**config.mk**
```make
export PLATFORM = sky130hd
export DESIGN_NAME = pwm_capture
export DESIGN_NICKNAME = d
export VERILOG_FILES = /design/src/rtl/pwm_pkg.sv /design/src/rtl/pwm_capture_sync_edge.sv /design/src/rtl/pwm_capture.sv
export SDC_FILE = /design/constraint.sdc
export NUM_CORES = 1
export LEC_CHECK = 0
export ABC_AREA = 1
export CAP_MARGIN = 40
export CORE_MARGIN = 3
export CORE_UTILIZATION = 25
export CTS_CLUSTER_DIAMETER = 120
export DETAILED_ROUTE_END_ITERATION = 10
export PLACE_DENSITY = 0.4
export SLEW_MARGIN = 40
export SYNTH_ARGS = -nofsm -noshare
export SYNTH_HDL_FRONTEND = slang
export SYNTH_HIERARCHICAL = 1
export SYNTH_SLANG_ARGS = --single-unit
```
**constraint.sdc**
```tcl
create_clock -name clk -period 5.2 [get_ports clk]
set_clock_uncertainty 0.1 [all_clocks]
set_input_delay 1.56 -clock clk [delete_from_list [all_inputs] [get_ports clk]]
set_output_delay 1.56 -clock clk [all_outputs]
set_load 0.01 [all_outputs]
```
**src/rtl/pwm_pkg.sv**
```systemverilog
// Shared definitions for the PWM generator and capture blocks.
package pwm_pkg;

    // Default sample width and frame size (log2 of clocks per frame).
    localparam int PWM_N = 25;
    localparam int PWM_W = 20;

    // Capture state machine encoding.
    typedef enum logic [1:0] {
        ST_IDLE    = 2'd0,
        ST_ARM     = 2'd1,
        ST_MEASURE = 2'd2
    } pwm_state_e;

endpackage

```
**src/rtl/pwm_capture_sync_edge.sv**
```systemverilog
// Two-flop synchronizer for an asynchronous input, plus a delay stage
// that yields a single-cycle rising-edge pulse in the synchronized domain.
module sync_edge (
    input  logic clk,
    input  logic reset,
    input  logic async_in,
    output logic s,
    output logic rise
);

    logic meta;
    logic s_q;
    logic s_d;

    // Synchronizer chain and edge-detect delay flop.
    always_ff @(posedge clk or posedge reset) begin
        if (reset) begin
            meta <= 1'b0;
            s_q  <= 1'b0;
            s_d  <= 1'b0;
        end else begin
            // NOTE: non-blocking assignments let each flop take the previous stage's old value, forming a true shift chain.
            meta <= async_in;
            s_q  <= meta;
            s_d  <= s_q;
        end
    end

    assign s    = s_q;
    assign rise = s_q & ~s_d;

endmodule

```
**src/rtl/pwm_capture.sv**
```systemverilog
// Recovers one sample per fixed 2^W-clock PWM frame by counting high
// cycles, and presents it on a held ready/ack handshake with sticky
// overrun and frame-sync error flags.
module pwm_capture
    import pwm_pkg::*;
#(
    parameter int N = PWM_N,
    parameter int W = PWM_W
) (
    input  logic         clk,
    input  logic         reset,
    input  logic         enable,
    input  logic         pwm_in,
    input  logic         ack,
    output logic [N-1:0] data_out,
    output logic         ready,
    output logic         overrun,
    output logic         sync_err
);

    localparam logic [W-1:0] POS_LAST = '1;

    pwm_state_e   state;
    pwm_state_e   state_nxt;
    logic [W-1:0] pos;
    logic [W-1:0] pos_nxt;
    logic [W:0]   hcnt;
    logic [W:0]   hcnt_nxt;
    logic [N-1:0] data_nxt;
    logic         ready_nxt;
    logic         overrun_nxt;
    logic         sync_err_nxt;

    logic         s;
    logic         rise;
    logic [W:0]   h_total;
    logic [W-1:0] sample;
    logic         frame_end;

    sync_edge u_sync (
        .clk      (clk),
        .reset    (reset),
        .async_in (pwm_in),
        .s        (s),
        .rise     (rise)
    );

    // High-cycle total including the current cycle, and the decoded sample
    // (d+1 high cycles decode to d; an all-low frame decodes to 0).
    always_comb begin
        h_total = hcnt + {{W{1'b0}}, s};
        sample  = (h_total == '0) ? '0 : W'(h_total - (W+1)'(1));
    end

    // Next state, frame position and high-count accumulation.
    always_comb begin
        // NOTE: every output of this block gets a default first so no path leaves a signal unassigned and infers a latch.
        state_nxt    = state;
        pos_nxt      = pos;
        hcnt_nxt     = hcnt;
        sync_err_nxt = sync_err;
        frame_end    = 1'b0;

        if (!enable) begin
            state_nxt    = ST_IDLE;
            pos_nxt      = '0;
            hcnt_nxt     = '0;
            sync_err_nxt = 1'b0;
        end else begin
            unique case (state)
                ST_IDLE: begin
                    pos_nxt   = '0;
                    hcnt_nxt  = '0;
                    state_nxt = ST_ARM;
                end
                ST_ARM: begin
                    if (rise) begin
                        pos_nxt   = W'(1);
                        hcnt_nxt  = (W+1)'(1);
                        state_nxt = ST_MEASURE;
                    end
                end
                ST_MEASURE: begin
                    if (rise && (pos != '0)) begin
                        // Edge inside a frame: lose lock and drop the frame.
                        sync_err_nxt = 1'b1;
                        pos_nxt      = '0;
                        hcnt_nxt     = '0;
                        state_nxt    = ST_ARM;
                    end else if (pos == POS_LAST) begin
                        frame_end = 1'b1;
                        pos_nxt   = '0;
                        hcnt_nxt  = '0;
                    end else begin
                        pos_nxt  = pos + W'(1);
                        hcnt_nxt = h_total;
                    end
                end
                default: state_nxt = ST_IDLE;
            endcase
        end
    end

    // Sample delivery and consumer handshake.
    always_comb begin
        data_nxt    = data_out;
        ready_nxt   = ready;
        overrun_nxt = overrun;

        if (frame_end) begin
            data_nxt  = N'(sample);
            ready_nxt = 1'b1;
            // An unacknowledged sample being replaced is an overrun; an ack
            // landing on the same cycle consumes the old one cleanly.
            if (ready) begin
                overrun_nxt = ~ack;
            end
        end else if (ready && ack) begin
            ready_nxt   = 1'b0;
            overrun_nxt = 1'b0;
        end
    end

    // State and output registers.
    always_ff @(posedge clk or posedge reset) begin
        if (reset) begin
            state    <= ST_IDLE;
            pos      <= '0;
            hcnt     <= '0;
            data_out <= '0;
            ready    <= 1'b0;
            overrun  <= 1'b0;
            sync_err <= 1'b0;
        end else begin
            state    <= state_nxt;
            pos      <= pos_nxt;
            hcnt     <= hcnt_nxt;
            data_out <= data_nxt;
            ready    <= ready_nxt;
            overrun  <= overrun_nxt;
            sync_err <= sync_err_nxt;
        end
    end

endmodule

```
==> results.sh, run 1 <==
export IMPL_final_core_util_pct=30.14
export IMPL_yosysTopAreaCell="dfrtp_1"
export IMPL_routedWlPerCell_microns=13.93
export IMPL_tightestPinTransition_ns=0.5743
export IMPL_cts_htree_levels=3
export IMPL_port_buffers=27
export IMPL_antenna_cells=0
export IMPL_cp_slowest_cell="clkdlybuf4s50_1"
export IMPL_synth_seq_area_share_pct=39.03
export IMPL_drt_iter0_markers=146
export IMPL_path_clk_slew_ns=0.06
export IMPL_io_pins=33
export IMPL_vias_per_cell=4.498
export IMPL_synth_edff_count=0
export IMPL_grt_pass1_wl_mm=19.36
export IMPL_rsz0062_at_grt="false"
export IMPL_dieArea_sq_mm=0.01933
export IMPL_remaining_drc_errors=0
export IMPL_fin_crit_ns=3.574
export IMPL_critPathRequiredTime_ns=5.32
export IMPL_cp_cell_sequence="clkdlybuf4s50_1 > nand4_1 > o21a_1 > inv_1 > nor2_1 > nand2_1 > nor2_1 > nand3_1 > o21ai_0 > a21oi_1"
export IMPL_finalHoldViolations=0
export IMPL_final_cell_mix="153 x nand2_1, 71 x inv_1, 69 x dfrtp_1"
export IMPL_status="completed"
export IMPL_crit_fanout=9
export IMPL_area_delta_synth_final_pct=17.85
export IMPL_grtUsageMet1_pct=14.86
export IMPL_met2_usage_pct=22.09
export IMPL_drv_slew=0
export IMPL_yosys_warnings=6
export IMPL_cts_tree="yes"
export IMPL_post_cts_resized=0
export IMPL_grt_usage_pct=12.45
export IMPL_cts_sinks=69
export IMPL_synth_cell_types=33
export IMPL_fin_ws_ns=1.626
export IMPL_slowest_delay_ns=0.54
export IMPL_cap_violations=0
export IMPL_root_buffer="clkbuf_16"
export IMPL_crit_buf_inv=2
export IMPL_synth_cell_area_sq_mm=0.004424
export IMPL_critical_path_top_delay_family="simple AND/OR/NAND/NOR gates"
export IMPL_finalCritPeriodShare_pct=68.74
export IMPL_synth_top_area_share_pct=39.03
export IMPL_postSynthAreaPerCell_sq_um=7.486
export IMPL_r2r_setup_slack_ns=2.63
export IMPL_die_h_microns=139.0
export IMPL_cts_buffers=9
export IMPL_yosys_register_bits=69
export IMPL_grt_pass1_vias=3903
export IMPL_synthArstFlopShare_pct=100.0
export IMPL_gp_congestion=0.8044
export IMPL_place_area_sq_mm=0.004935
export IMPL_chipWidth_microns=139.0
export IMPL_grt_busiest_layer="met2"
export IMPL_startpoint_type="input port"
export IMPL_grt_use_met3_pct=2.241
export IMPL_synth_ff_type="dfrtp_1"
export IMPL_vdd_drop_max_uv=137.1
export IMPL_fin_area_sq_mm=0.005214
export IMPL_holdBufCountCts=0
export IMPL_layout_drive_gt1_share_pct=12.40
export IMPL_post_place_ws_ns=1.288
export IMPL_final_common_cell="nand2_1"
export IMPL_cp_data_arrival_time_ns=3.70
export IMPL_grt_max_degree=42
export IMPL_power_leakage_nw=2.460
export IMPL_tns_ns=0
export IMPL_cp_common_cell="nor2_1"
export IMPL_worstSkewPairLatency_ns=0.34
export IMPL_route_antenna_remaining_nets=0
export IMPL_antenna_found_initial=0
export IMPL_powerDensity_mw_per_mm2=277.9
export IMPL_clk_path_buf_depth=2
export IMPL_route_vias_total=3841
export IMPL_synth_area_leaders="dfrtp_1 39%, nand2_1 13%, inv_1 6.2%"
export IMPL_fmax_ghz=0.2798
export IMPL_n_fill_cell=1887
export IMPL_post_dp_hpwl_mm=8.954
export IMPL_grt_overflow=0
export IMPL_core_area_sq_mm=0.01730
export IMPL_cp_end_kind="register"
export IMPL_setup_viol=0
export IMPL_cts_setup_buffers=0
export IMPL_criticalPathCategory="input port to register"
export IMPL_wl_mm=11.90
export IMPL_initial_core_util_pct=25.58
export IMPL_synth_cells=591
export IMPL_dr_pass1_iters=4
export IMPL_rows=48
export IMPL_num_nets_final=639
export IMPL_slew_limit_headroom_pct=61.72
export IMPL_hp_class="register to register"
## layout make-up
cell class	count	area, sq um	share of cell area [%]
multi-input cells	435	2331	44.71
flip-flops and latches	69	1727	33.12
clock buffers	12	256.5	4.920
repair buffers	31	300.3	5.760
well taps	225	281.5	5.400
inverters	78	295.3	5.664
clock inverters	4	22.52	0.4320
## final timing paths
path / from / to / cells past startpoint
min in group asynchronous: reset / u_sync/meta / 2
worst min-delay path: u_sync/meta / u_sync/s / 0
worst max register to register: state[0] / pos[15] / 12
worst max-delay path: enable / pos[15] / 10
max in group asynchronous: reset / data_out[19] / 3
worst min register to register: u_sync/meta / u_sync/s / 0
## flip-flops by register name, indices dropped and copies added, names as in the netlist
name and count:
hcnt 21, data_out 20, pos 20, state 2, overrun 1, ready 1
sync_err 1, u_sync/meta 1, u_sync/s 1, u_sync/s_d 1
## metal layers
metal / part of all wire [%] / wire (microns) / up-vias
met5: 0 / 0 / -
met4: 2.1 / 255 / 0
met3: 2.8 / 332 / 15
met2: 50 / 5956 / 52
met1: 45 / 5354 / 1812
li1: - / - / 1962
## worst reg2reg max path, cell delays in order (launching register included)
cell and delay, ns:
dfrtp_1 0.41, inv_1 0.13, ha_1 0.23, inv_1 0.05
nand4_1 0.08, o21a_1 0.30, inv_1 0.21, nor2_1 0.22
nand2_1 0.15, nor2_1 0.20, nand3_1 0.12, o21ai_0 0.19
a21oi_1 0.06
## cells in the mapped netlist (2+ instances only)
library cell	count
nor3_1	8
xnor2_1	2
nand2_4	7
nor2_4	10
clkbuf_1	3
xor2_1	19
nor2_2	10
nand2_1	153
o21ai_0	19
dfrtp_1	69
o22ai_1	22
nor2_1	64
buf_2	4
inv_1	73
nand3_2	3
a21oi_1	11
o21ai_1	7
o21ai_2	11
buf_4	5
ha_1	10
nand2_2	10
nand3_1	43
nand4_1	13
nor2_8	2
inv_2	4
nor4_1	2
## power breakdown
| part | switching, mW | internal (mW) | leakage, nW |
|---|---|---|---|
| Combinational | 0.222 | 0.0855 | 1.37 |
| Clock | 0.237 | 0.346 | 0.138 |
| Sequential | 0.00979 | 0.548 | 0.955 |
## cell families (layout without fill, tap and decap cells)
family / Yosys count / after routing / share of synthesized area, %
XOR/XNOR: 21 / 21 / 4.157
AO/OA/AOI/OAI: 73 / 73 / 10.07
flip-flops: 69 / 69 / 39.03
AND/OR/NAND/NOR: 326 / 326 / 35.21
other: 1 / 5 / 0.08476
adder cells (fa/ha/maj): 10 / 10 / 2.828
buffers and inverters: 91 / 125 / 8.625
## through the flow
| step | total power, mW | hold slack, ns | cells |
|---|---|---|---|
| after global routing | 1.535 | 0.2589 | 854 |
| after global placement | 0.8795 | 0.2330 | 838 |
| after floorplan | 0.7872 | 0.2312 | 595 |
| after CTS | 1.480 | 0.2481 | 854 |
| after detailed placement | 0.8818 | 0.2356 | 838 |
| final | 1.449 | 0.2451 | 854 |
No activity file was read; power rests on OpenSTA's default activity.
==> run 2, diff against run 1 <==
Clock period 5.2 ns to 3.5 ns, I/O delays scaled along.
==> results.sh, run 2 (synthesis results as in run 1) <==
export IMPL_root_buffer="clkbuf_16"
export IMPL_path_clk_slew_ns=0.06
export IMPL_die_h_microns=139.0
export IMPL_layout_drive_gt1_share_pct=12.95
export IMPL_power_leakage_nw=2.509
export IMPL_criticalPathCategory="input port to register"
export IMPL_final_common_cell="nand2_1"
export IMPL_powerDensity_mw_per_mm2=451.3
export IMPL_instances_no_fill=858
export IMPL_cp_data_arrival_time_ns=2.94
export IMPL_tns_ns=0
export IMPL_post_cts_resized=0
export IMPL_io_pins=33
export IMPL_max_flop_register="hcnt"
export IMPL_num_nets_final=643
export IMPL_rows=48
export IMPL_cts_buffers=9
export IMPL_grt_pass1_vias=3961
export IMPL_switching_share_pct=30.49
export IMPL_clk_path_buf_depth=2
export IMPL_grt_max_degree=28
export IMPL_area_delta_synth_final_pct=20.33
export IMPL_setup_viol=0
export IMPL_n_fill_cell=1872
export IMPL_fmax_ghz=0.3540
export IMPL_r2r_setup_slack_ns=0.94
export IMPL_p_sw_mw=0.7324
export IMPL_port_buffers=27
export IMPL_finalHoldViolations=0
export IMPL_route_antenna_remaining_nets=0
export IMPL_grt_pass1_wl_mm=19.97
export IMPL_drt_iter0_markers=189
export IMPL_post_dp_hpwl_mm=9.112
export IMPL_antenna_found_initial=0
export IMPL_largest_reg_flops=21
export IMPL_startpoint_type="input port"
export IMPL_finalCritPeriodShare_pct=80.71
export IMPL_vias_per_cell=4.514
export IMPL_dp_cells=842
export IMPL_gp_congestion=0.8128
export IMPL_vdd_drop_max_uv=211.8
export IMPL_hp_class="register to register"
export IMPL_route_vias_total=3873
export IMPL_chipWidth_microns=139.0
export IMPL_p_clk_share_pct=45.4
export IMPL_multi_input_area_sq_mm=0.002331
export IMPL_remaining_drc_errors=0
export IMPL_cap_violations=0
export IMPL_grt_overflow=0
export IMPL_fin_crit_ns=2.825
export IMPL_dr_pass1_iters=7
export IMPL_status="completed"
export IMPL_final_core_util_pct=30.78
export IMPL_critPathRequiredTime_ns=3.62
export IMPL_cts_sinks=69
export IMPL_rsz0062_at_grt="false"
export IMPL_power_internal_mw=1.670
export IMPL_wl_mm=11.91
export IMPL_crit_fanout=12
export IMPL_antenna_cells=0
export IMPL_routedWlPerCell_microns=13.88
export IMPL_p_seq_share_pct=34.5
export IMPL_p_comb_share_pct=20.2
export IMPL_cts_tree="yes"
export IMPL_cp_end_kind="register"
export IMPL_initial_core_util_pct=25.58
export IMPL_cts_htree_levels=3
export IMPL_top_regs="hcnt (21), data_out (20), pos (20)"
export IMPL_drv_slew=0
export IMPL_grt_usage_pct=12.82
export IMPL_seq_area_sq_mm=0.001727
export IMPL_worstSkewPairLatency_ns=0.35
export IMPL_holdBufCountCts=0
export IMPL_cts_setup_buffers=0
export IMPL_final_cell_mix="153 x nand2_1, 72 x inv_1, 69 x dfrtp_1"
export IMPL_core_area_sq_mm=0.01730
export IMPL_dieArea_sq_mm=0.01933
## run 2: changes by cell type in the layout (fill, tap and decap cells not counted), sizes merged
cell	before	now
clkinv	4	2
bufinv	0	3
clkinvlp	1	2
buf	4	8
clkbuf	12	10
## run 2: layout make-up
cell class / count / area share, %
repair buffers: 35 / 6.439
multi-input cells: 435 / 43.78
inverters: 78 / 5.499
flip-flops and latches: 69 / 32.43
clock inverters: 6 / 2.068
well taps: 225 / 5.288
clock buffers: 10 / 4.489
## run 2: path summary, 6_finish.rpt
path | to | from | depth (start not counted)
setup reg to reg | data_out[11] | hcnt[0] | 13
setup / recovery | data_out[10] | enable | 9
hold / removal | u_sync/s | u_sync/meta | 0
hold reg to reg | u_sync/s | u_sync/meta | 0
max in group asynchronous | sync_err | reset | 4
min in group asynchronous | u_sync/s | reset | 2
## run 2: worst max-delay path: stages
cell,delay (ns)
clkdlybuf4s50_1,0.61
nand2_1,0.12
a21oi_1,0.29
inv_1,0.14
nor2_4,0.13
inv_1,0.19
buf_4,0.26
nand2_1,0.07
o21ai_0,0.08
## run 2: power groups by stage
stage | logic, mW | clock network [mW] | registers (mW)
2_1_floorplan | 0.332 | 0 | 0.838
3_3_place_gp | 0.488 | 0 | 0.843
3_5_place_dp | 0.493 | 0 | 0.842
4_1_cts | 0.495 | 1.12 | 0.828
5_1_grt | 0.542 | 1.16 | 0.829
6_report | 0.484 | 1.09 | 0.828
## run 2: stage by stage
step / power, mW / hold slack [ns] / worst slack [ns] / area [sq um]
3_3_place_gp: 1.330 / 0.2332 / 0.4461 / 4975
2_1_floorplan: 1.169 / 0.2312 / 0.6952 / 4439
3_5_place_dp: 1.335 / 0.2379 / 0.3240 / 4975
4_1_cts: 2.448 / 0.2515 / 0.7036 / 5324
5_1_grt: 2.531 / 0.2681 / 0.5260 / 5324
6_report: 2.403 / 0.2491 / 0.6753 / 5324
## run 2: metal layers
layer,global-route usage [%],routed length [microns],vias to the layer above
li1,-,-,1959
met1,15.84,5541,1835
met2,21.84,5768,63
met3,2.448,313,16
met4,5.458,283,0
met5,0,0,-
